`src/rtl/hash_job_scheduler.sv`:
```
// Job dispatcher for a pool of SHA-256 hash cores: a small FIFO of address pairs feeds
// idle cores round-robin, tracks per-core busy state, completions and watchdog errors.
module hash_job_scheduler #(
  parameter int NUM_CORES = 4,
  parameter int QDEPTH    = 2,
  parameter int TIMEOUT   = 4095
) (
  input  logic                   clk,
  input  logic                   reset_n,
  input  logic                   job_valid,
  output logic                   job_ready,
  input  logic [15:0]            job_message_addr,
  input  logic [15:0]            job_output_addr,
  output logic [NUM_CORES-1:0]   core_start,
  output logic [NUM_CORES*16-1:0] core_message_addr,
  output logic [NUM_CORES*16-1:0] core_output_addr,
  input  logic [NUM_CORES-1:0]   core_done,
  output logic [NUM_CORES-1:0]   core_busy,
  output logic                   all_idle,
  output logic [15:0]            jobs_completed,
  output logic [NUM_CORES-1:0]   timeout_err
);
  localparam int QW = $clog2(QDEPTH);
  localparam int CW = (NUM_CORES > 1) ? $clog2(NUM_CORES) : 1;
  localparam logic [11:0] WD_LIMIT = 12'(TIMEOUT - 1);

  logic [31:0]          q_mem [0:QDEPTH-1];
  logic [QW-1:0]        wr_ptr_reg, rd_ptr_reg;
  logic [QW:0]          count_reg;
  logic [CW-1:0]        last_grant_reg;
  logic [15:0]          jobs_completed_reg;
  logic [31:0]          head;
  logic                 push, dispatch, grant_valid;
  logic [CW-1:0]        grant_idx;
  logic [NUM_CORES-1:0] eligible, completion, grant_onehot;
  logic [15:0]          done_cnt;

  assign job_ready      = (count_reg != QW'(0) + (QW+1)'(QDEPTH)) ? 1'b1 : 1'b0;
  assign push           = job_valid && job_ready;
  assign head           = q_mem[rd_ptr_reg];
  assign all_idle       = (count_reg == '0) && !(|core_busy);
  assign jobs_completed = jobs_completed_reg;

  // Round-robin search starting just after the last granted core; busy/err are
  // registered, so a core freed this cycle only becomes eligible next cycle.
  always_comb begin
    int idx;
    idx         = 0;
    grant_valid = 1'b0;
    grant_idx   = '0;
    for (int k = 1; k <= NUM_CORES; k++) begin
      idx = int'(last_grant_reg) + k;
      if (idx >= NUM_CORES) idx = idx - NUM_CORES;
      if (!grant_valid && eligible[idx]) begin
        grant_valid = 1'b1;
        grant_idx   = CW'(idx);
      end
    end
    dispatch     = grant_valid && (count_reg != '0);
    grant_onehot = '0;
    if (dispatch) grant_onehot[grant_idx] = 1'b1;
  end

  always_comb begin
    done_cnt = '0;
    for (int i = 0; i < NUM_CORES; i++) done_cnt = done_cnt + 16'(completion[i]);
  end

  always_ff @(posedge clk) begin
    if (push) q_mem[wr_ptr_reg] <= {job_message_addr, job_output_addr};
  end

  always_ff @(posedge clk or negedge reset_n) begin
    if (!reset_n) begin
      wr_ptr_reg         <= '0;
      rd_ptr_reg         <= '0;
      count_reg          <= '0;
      last_grant_reg     <= CW'(NUM_CORES - 1);
      jobs_completed_reg <= '0;
    end else begin
      if (push) wr_ptr_reg <= wr_ptr_reg + 1'b1;
      if (dispatch) begin
        rd_ptr_reg     <= rd_ptr_reg + 1'b1;
        last_grant_reg <= grant_idx;
      end
      case ({push, dispatch})
        2'b10:   count_reg <= count_reg + 1'b1;
        2'b01:   count_reg <= count_reg - 1'b1;
        default: count_reg <= count_reg;
      endcase
      jobs_completed_reg <= jobs_completed_reg + done_cnt;
    end
  end

  generate
    for (genvar gi = 0; gi < NUM_CORES; gi++) begin : g_core
      logic        busy_reg, err_reg, start_reg, done_prev_reg;
      logic [11:0] wd_reg;
      logic [15:0] msg_reg, out_reg;

      assign eligible[gi]   = !busy_reg && !err_reg;
      // Only a 0->1 transition of done while busy credits the job.
      assign completion[gi] = core_done[gi] && !done_prev_reg && busy_reg;
      assign core_busy[gi]   = busy_reg;
      assign timeout_err[gi] = err_reg;
      assign core_start[gi]  = start_reg;
      assign core_message_addr[16*gi +: 16] = msg_reg;
      assign core_output_addr[16*gi +: 16]  = out_reg;

      always_ff @(posedge clk or negedge reset_n) begin
        if (!reset_n) begin
          busy_reg      <= 1'b0;
          err_reg       <= 1'b0;
          start_reg     <= 1'b0;
          done_prev_reg <= 1'b0;
          wd_reg        <= '0;
          msg_reg       <= '0;
          out_reg       <= '0;
        end else begin
          done_prev_reg <= core_done[gi];
          start_reg     <= grant_onehot[gi];
          if (grant_onehot[gi]) begin
            msg_reg  <= head[31:16];
            out_reg  <= head[15:0];
            busy_reg <= 1'b1;
            wd_reg   <= '0;
          end else if (completion[gi]) begin
            busy_reg <= 1'b0;
          end else if (busy_reg && wd_reg == WD_LIMIT) begin
            err_reg  <= 1'b1;
            busy_reg <= 1'b0;
          end else if (busy_reg) begin
            wd_reg <= wd_reg + 1'b1;
          end
        end
      end
    end
  endgenerate
endmodule

```
`config.mk`:
```
export PLATFORM = sky130hd
export DESIGN_NAME = hash_job_scheduler
export DESIGN_NICKNAME = d
export VERILOG_FILES = /design/src/rtl/hash_job_scheduler.sv
export SDC_FILE = /design/constraint.sdc
export NUM_CORES = 1
export LEC_CHECK = 0
export ABC_AREA = 1
export CAP_MARGIN = 20
export CORE_UTILIZATION = 35
export CTS_CLUSTER_SIZE = 20
export DETAILED_ROUTE_END_ITERATION = 10
export PLACE_DENSITY = 0.57
export SYNTH_ARGS = -nofsm -noshare
export SYNTH_HDL_FRONTEND = slang
export SYNTH_SLANG_ARGS = --single-unit
```
`constraint.sdc`:
```
create_clock -name clk -period 3.6 [get_ports clk]
set_input_delay 0.36 -clock clk [delete_from_list [all_inputs] [get_ports clk]]
set_output_delay 0.36 -clock clk [all_outputs]
set_load 0.05 [all_outputs]
```
### Word-level counts from Yosys, hierarchy flattened

Memories as Yosys holds them, arrays and structs flattened.
Index checks and enable logic that the tools add are counted.

| cells by class | value |
|---|---|
| multiplexer cells | 59 |
| div/mod/pow operators | 0 |
| multiply operators | 0 |
| order comparisons | 10 |
| bitwise operators | 8 |
| reduce and logical (&&, ||, !) cells | 59 |
| shift operators | 0 |
| equality and inequality tests | 15 |
| add/subtract/negate cells | 20 |

Operator list:

| kind | number |
|---|---|
| 12-bit 2-to-1 mux | 16 |
| 32-bit by 4-bit less-than comparator with 1-bit output (second input constant) | 4 |
| 32-bit 2-to-1 mux | 4 |
| 12-bit by 1-bit adder with 12-bit output (second input constant) | 4 |
| 12-bit equality test (second input constant) | 4 |
| 1-bit 2-to-1 mux | 28 |
| 3-bit AND reduction | 8 |
| 1-bit logical AND | 23 |
| 16-bit by 4-bit adder with 16-bit output | 1 |
| 1-bit logical NOT | 16 |
| 2-bit nonzero test | 6 |
| 3-bit nonzero test | 4 |
| 3-bit by 3-bit subtractor with 4-bit output (second input constant) | 3 |
| 2-bit != test (second input constant) | 5 |
| 3-bit greater-or-equal comparator (second input constant) | 3 |
| 1-bit binary-select mux with 2-bit select | 4 |
| 2-bit 2-to-1 mux | 4 |
| 2-bit by 1-bit != test with 1-bit output (second input constant) | 4 |
| 1-bit NOT | 8 |
| 2-bit by 2-bit adder with 3-bit output (second input constant) | 2 |
| 4-bit by 3-bit subtractor with 5-bit output (second input constant) | 1 |
| 2-bit by 3-bit adder with 4-bit output (second input constant) | 1 |
| 3-bit by 1-bit adder with 4-bit output | 1 |
| 4-bit by 3-bit greater-or-equal comparator with 1-bit output (second input constant) | 1 |
| 15 further kinds | 16 |

| storage, ports and cells | value |
|---|---|
| logic and storage cells | 205 |
| latch bits | 0 |
| ROM bits | 0 |
| input port bits | 39 |
| bits in registers | 214 |
| memories kept | 1 |
| bits in writable memories | 64 |

Memory list:

| name | depth | bits a word | read ports | clocked after Yosys merged registers in | write ports | RTL line | source |
|---|---|---|---|---|---|---|---|
| q_mem | 2 | 32 | 1 | 0 | 1 | 27 | `logic [31:0] q_mem [0:QDEPTH-1];` |

### Longest topological paths before layout

Gate-level depths: netlist of the first run.

| depth | value |
|---|---|
| word-level depth | 23 |
| depth in mapped cells | 14 |
| mapped depth without buffers | 14 |

### Worst setup path before layout of the first run

OpenSTA, ideal clock, no wires.

| timing path | value |
|---|---|
| kind | flip-flop to flip-flop |
| start point | register jobs_completed_reg[0], in the netlist jobs_completed[0] |
| end point | register jobs_completed_reg[14], in the netlist jobs_completed[14] |
| data arrival time | 2.988 ns |
| setup slack | 0.471 ns |
| buffers on the path | 0 |
| library setup time | 0.141 ns |
| required time | 3.459 ns |
| stages on the path, launching flop included | 14 |
| path through | dfrtp_1 -> inv_1 -> fa_1 -> fa_1 -> inv_1 -> fa_1 -> nand3_1 -> nor3_1 -> nand3_1 -> nor2_1 -> nand2_1 -> nor2_1 -> nand3_1 -> xnor2_1 |

| on the way | value |
|---|---|
| longest elaborated chain between the ends | 1 |

Ends and longest elaborated chain:

| element | RTL line | source |
|---|---|---|
| start, declared | 31 | `logic [15:0] jobs_completed_reg;` |
| start signal, assigned | 91 | `jobs_completed_reg <= jobs_completed_reg + done_cnt;` |
| 16-bit by 4-bit adder with 16-bit output | 91 |  |

No other way between the ends.
A chain may end at the register's enable or synchronous reset.

### Worst setup path after layout of the first run

| timing path | value |
|---|---|
| start point | register last_grant_reg[0] |
| end point | register g_core[2].wd_reg[6] |

| on the way | value |
|---|---|
| longest elaborated chain between the ends | 23 |
| elaborated cells on any way between the ends | 54 |
| those cells by class | add/sub: 8; order compare: 6; eq/ne: 2; mux: 28; reduce/logical: 10 |

Ends and longest elaborated chain:

| element | RTL line | source |
|---|---|---|
| start, declared | 30 | `logic [CW-1:0] last_grant_reg;` |
| start signal, assigned | 78 | `last_grant_reg <= CW'(NUM_CORES - 1);` |
| start signal, assigned | 84 | `last_grant_reg <= grant_idx;` |
| 2-bit by 1-bit adder with 3-bit output | 52 | `idx = int'(last_grant_reg) + k;` |
| 3-bit by 3-bit subtractor with 4-bit output / 3-bit greater-or-equal comparator (equally long branches) | 53 | `if (idx >= NUM_CORES) idx = idx - NUM_CORES;` |
| 32-bit 2-to-1 mux | 53 |  |
| 1-bit binary-select mux with 2-bit select | 54 | `if (!grant_valid && eligible[idx]) begin` |
| 1-bit 2-to-1 mux (not written as such) (2 in series) | 54 |  |
| 1-bit 2-to-1 mux | 54 |  |
| 1-bit logical NOT | 54 |  |
| 1-bit logical AND | 54 |  |
| [... 6 more ...] | -- |  |
| 2-bit 2-to-1 mux | 54 |  |
| 2-bit by 3-bit less-than comparator with 1-bit output (not written as such) / 2-bit by 1-bit greater-or-equal comparator with 1-bit output (equally long branches) | 61 | `if (dispatch) grant_onehot[grant_idx] = 1'b1;` |
| 1-bit logical AND (not written as such) | 61 |  |
| 1-bit 2-to-1 mux (not written as such) | 61 |  |
| 1-bit demux with 2-bit select | 61 |  |
| 4-bit 2-to-1 mux * | 61 |  |
| 2-bit != test (no source line), or another cell as far along | -- |  |
| 3-bit AND reduction (no source line) | -- |  |
| end signal, assigned | 133 | `wd_reg <= wd_reg + 1'b1;` |
| end, declared | 98 | `logic [11:0] wd_reg;` |

Every way passes the cells marked *; elsewhere a longest branch is shown, timed or not. The select of a mux whose other input is x is not followed.

==> reports/qor.txt, run 1 <==
first-pass GRT wire length: 50.7 mm
clock-pin slew on the worst setup and hold paths: 60 ps
status: finished, final reports clean
yosys warns: 0
Seq cells post-synth: 278
num rows: 67
IO Count: 197
Worst Hold Class: primary input to register
post-synth top area cell: dfrtp_1
CP cell instances: inv_2 > nand2_1 > nand3_1 > nand2_2 > nand2_2 > nor2_4 > nand3_2 > nand2_4 > buf_4 > nand3_4 > nand3_1 > inv_1
max-slew violations: 0
Syn Nets: 1272
wire per inst: 16.9 microns
total global-route track usage: 0.180
crit path kind: register to register
number of synthesized flops with an enable pin: 64
startpoint types: register
shortest period the worst path allows: 3020 ps
Synth cell types: 38
mapped cell area: 12200 sq um
Worst path slowest cell: dfstp_2
Synth Instances: 1220
vias in the first global route: 9124
DRC Markers: 0
root buf cell: clkbuf_16
final setup vio count: 0
f_max: 332 MHz
die footprint: 35500 sq um
Post-CTS Setup Bufs: 0
Pre-Repair DR Iteration Count: 5
nets@finish: 1450
Primary FF master, synth: dfrtp_1
Final GP Congestion: 0.760
dpl cells: 1812
Final Hold Viols: 0
routed wire length: 31.7 mm
top cell type's share of synthesized area: 0.436
GR Overflow Total: 0
CTS tree: yes
CTS resizes: 0
worst path required time: 4040 ps
Max-cap violations: 0
Syn Area/Cell: 9.97 sq um
detailed placement HPWL: 19.6 mm
Die Wd: 188 microns
diode count: 0
top cells by area, synth: dfrtp_1 (44%), edfxtp_1 (16%), nand2_1 (12%)
Max clock buf depth: 3
Finished Layout Cells: 1870
Vias: 8988
sequential area share after synthesis: 0.598
crit path DAT: 3460 ps
Crit. End Element: register
RSZ-0062 raised after global routing: false
clock sink count: 278
most frequent cell after synthesis: nand2_1
CTS buffer count: 31
final clock skew: 23.5 ps
Die H: 188 microns
asr flop ratio synth: 0.770
total negative slack: 0 ps
CP Max Fanout: 46
Worst slew margin: 0.482
largest net degree at the start of global routing: 92
Tcrit/Tclk final: 0.838
H-tree levels: 1
Clock Latency Late Sink: 580 ps
core area: 33900 sq um
DRT iter0 DRCs: 478
CP peak stage delay: 650 ps
antenna-violating nets left: 0
port bufs: 196
most frequent cells after synthesis: nand2_1 (373), dfrtp_1 (212), nand3_1 (115)
cts hold-fix bufs: 1
Vias/cell: 4.81
area added between synthesis and finish: 26.1%
share of layout cells above drive strength 1: 0.0823
worst-margin pin slew: 770 ps
Initial Util: 0.359
initial antenna violation count: 0
## metal layers
layer / vias up / GRT usage / part of all wire
met4: 0 / 0.0372 / 0.021
met2: 217 / 0.286 / 0.44
met1: 4373 / 0.238 / 0.45
met3: 43 / 0.0598 / 0.084
met5: - / 0 / 0
li1: 4355 / - / -
## placed cells by master, fill, tap and decap left out, types with 10 or more instances in the layout
master | netlist | final
nand2_1 | 373 | 373
clkbuf_1 | 5 | 15
nand3_1 | 115 | 115
inv_1 | 81 | 81
xor2_1 | 28 | 28
nor2_1 | 80 | 78
nand4_1 | 80 | 80
dfrtp_1 | 212 | 212
edfxtp_1 | 64 | 64
ha_1 | 10 | 10
mux2_2 | 32 | 32
buf_4 | 30 | 15
clkdlybuf4s50_1 | 0 | 195
clkbuf_16 | 0 | 31
## logic make-up after synthesis
logic type / synth area share
compound gates: 0.0192
simple gates: 0.244
fa+ha+maj: 0.0152
flops: 0.598
mux: 0.0296
buf+inv: 0.0678
xor+xnor: 0.0259
## path summary, 6_finish.rpt
kind	start	endpoint	slack (ps)	depth (start not counted)
setup / recovery	last_grant_reg[0]$_DFFE_PN1P_	g_core[2].wd_reg[6]$_DFFE_PN0P_	580	12
hold / removal	core_done[2]	g_core[2].done_prev_reg$_DFF_PN0_	300	1
setup reg to reg	last_grant_reg[0]$_DFFE_PN1P_	g_core[2].wd_reg[6]$_DFFE_PN0P_	580	12
hold reg to reg	g_core[2].msg_reg[2]$_DFFE_PN0N_	g_core[2].msg_reg[2]$_DFFE_PN0N_	470	2
max in group asynchronous	reset_n	g_core[2].start_reg$_DFF_PN0_	2250	3
min in group asynchronous	reset_n	g_core[0].wd_reg[9]$_DFFE_PN0P_	370	2
## through the flow
stage / area [sq um] / hold WS, ps / setup WS [ps] / util
after CTS: 15300 / 276 / 517 / 0.453
after global routing: 15300 / 291 / 282 / 0.453
after global placement: 14300 / 400 / 179 / 0.423
after detailed placement: 14300 / 391 / 146 / 0.423
after floorplan: 12200 / 64.4 / 471 / -
final: 15300 / 303 / 584 / 0.453
## layout make-up
cell class / count / area [sq um]
sequential: 278 / 7280
clock inverter: 6 / 93.8
timing repair buffer: 213 / 2110
fill: 3272 / 18500
clock buffer: 51 / 901
tap: 448 / 561
multi-input combinational: 788 / 4080
inverter: 86 / 323
## critical path, delay by kind of cell (launching register included)
kind,cells,cell delay (ps)
simple gates,9,1710
flops,1,650
buf+inv,3,530
Power of run 1 is not shown: default switching activity piles up to over one toggle a cycle in this logic, so the estimate is an artifact.
==> inputs of run 2 (changes only) <==
Settings changed: PLACE_DENSITY 0.57 to 0.59.
Clock period 3.6 ns to 2.7 ns, I/O delays scaled along.
==> reports/qor.txt, run 2 (synthesis gave the netlist of run 1 again) <==
Vias: 9083
DRT iter0 DRCs: 557
RSZ-0062 raised after global routing: true
DRC Markers: 0
H-tree levels: 1
Finished Cell Area: 15700 sq um
FF-to-FF path depth: 14
diode count: 0
Worst slew margin: 0.569
Crit. End Element: register
Worst path slowest cell: fa_1
startpoint types: register
nets@finish: 1476
detailed placement HPWL: 20.8 mm
worst-margin pin slew: 646 ps
worst path required time: 3140 ps
f_max: 379 MHz
port bufs: 196
clock sink count: 278
wire per inst: 16.6 microns
Setup crit end: jobs_completed[14]$_DFF_PN0_
Max clock buf depth: 3
R2R Path End: jobs_completed[14]$_DFF_PN0_
crit path DAT: 3080 ps
Die Wd: 188 microns
status: finished, final reports clean
CP Max Fanout: 2
Final Hold Viols: 0
area added between synthesis and finish: 28.7%
num rows: 67
CP peak stage delay: 510 ps
final clock skew: 22.4 ps
most common cell after layout, fill and taps aside: nand2_1
root buf cell: clkbuf_16
Worst Hold Class: primary input to register
commonest cells after routing, fill and taps aside: nand2_1 (373), dfrtp_1 (211), clkdlybuf4s50_1 (194)
Vias/cell: 4.79
Pre-Repair DR Iteration Count: 5
clock-pin slew on the worst setup and hold paths: 60 ps
Critical R2R Launch: g_core[2].done_prev_reg$_DFF_PN0_
core area: 33900 sq um
CTS buffer count: 31
CP cell instances: inv_2 > nand3_2 > fa_1 > fa_2 > inv_2 > fa_2 > nand3_2 > nor3_2 > nand3_1 > nor2_1 > nand2_1 > nor2_2 > nand3_1 > xnor2_1
Placed Area: 14600 sq um
routed wire length: 31.4 mm
vias in the first global route: 9084
Max-cap violations: 0
IO Count: 197
Reg2Reg Setup Slack: 60 ps
final core occ: 0.463
initial antenna violation count: 2
Die H: 188 microns
final setup vio count: 0
total global-route track usage: 0.179
CTS tree: yes
Initial Util: 0.359
Final GP Congestion: 0.808
first-pass GRT wire length: 50.5 mm
Critical Path Source: g_core[2].done_prev_reg$_DFF_PN0_
Clock Latency Late Sink: 570 ps
share of layout cells above drive strength 1: 0.113
crit path kind: register to register
max-slew violations: 0
shortest period the worst path allows: 2640 ps
largest net degree at the start of global routing: 79
Tcrit/Tclk final: 0.977
GR Overflow Total: 0
antenna-violating nets left: 0
die footprint: 35500 sq um
-- run 2: changes by cell type in the layout (fill, tap and decap cells not counted), moves of 3 or more --
cell	delta
buf_12	+4
clkbuf_1	-10
buf_4	+22
inv_1	-3
nand3_2	+3
inv_2	+3
clkinv_2	+6
nand3_1	-3
-- run 2: critical path, delay by kind of cell (launching register included) --
kind	cells	cell delay (ps)
adder cells (fa/ha/maj)	3	1080
AND/OR/NAND/NOR	8	830
flip-flops	1	370
buffers and inverters	2	130
XOR/XNOR	1	130
-- run 2: worst min path at each step --
stage,from,endpoint,slack (ps),cells after the start
after global placement,reset_n,g_core[1].start_reg$_DFF_PN0_,320,1
after CTS,core_done[1],g_core[1].done_prev_reg$_DFF_PN0_,210,1
after global routing,core_done[1],g_core[1].done_prev_reg$_DFF_PN0_,230,1
after detailed placement,reset_n,g_core[1].wd_reg[4]$_DFFE_PN0P_,320,1
final,core_done[1],g_core[1].done_prev_reg$_DFF_PN0_,230,1
after floorplan,reset_n,count_reg[0]$_DFFE_PN0P_,-30,0
-- run 2: layer usage --
layer	global-route usage	wire length (microns)
met2	0.278	14000
met4	0.0335	498
met5	0	17
met3	0.0605	2900
met1	0.243	14000
-- run 2: final cells by class --
type                            count  area [sq um]
Fill cell                        3253         18200
Sequential cell                   278          7280
Multi-Input combinational cell    788          4110
Timing Repair Buffer              239          2350
Clock buffer                       40           850
Tap cell                          448           561
Inverter                           86           323
Clock inverter                     18           186
-- run 2: what timing repair did --
item                       in CTS  in global routing
hold endpoints to repair       71                  0
hold buffers                    1                  0
setup buffers                   0                  2
setup endpoints to repair       3                  4
pin swaps                       3                  0
gates resized for setup         1                  5
-- run 2: stage by stage --
| step | setup slack [ps] | TNS (ps) | instances | hold WS (ps) |
|---|---|---|---|---|
| after floorplan | -113 | -196 | 1220 | -25.6 |
| after global placement | -423 | -1590 | 1836 | 316 |
| after detailed placement | -445 | -1750 | 1836 | 324 |
| after CTS | 4.50 | 0 | 1895 | 205 |
| after global routing | -149 | -505 | 1897 | 226 |
| final | 61.8 | 0 | 1897 | 227 |
Power of run 2 is left out for the same reason.
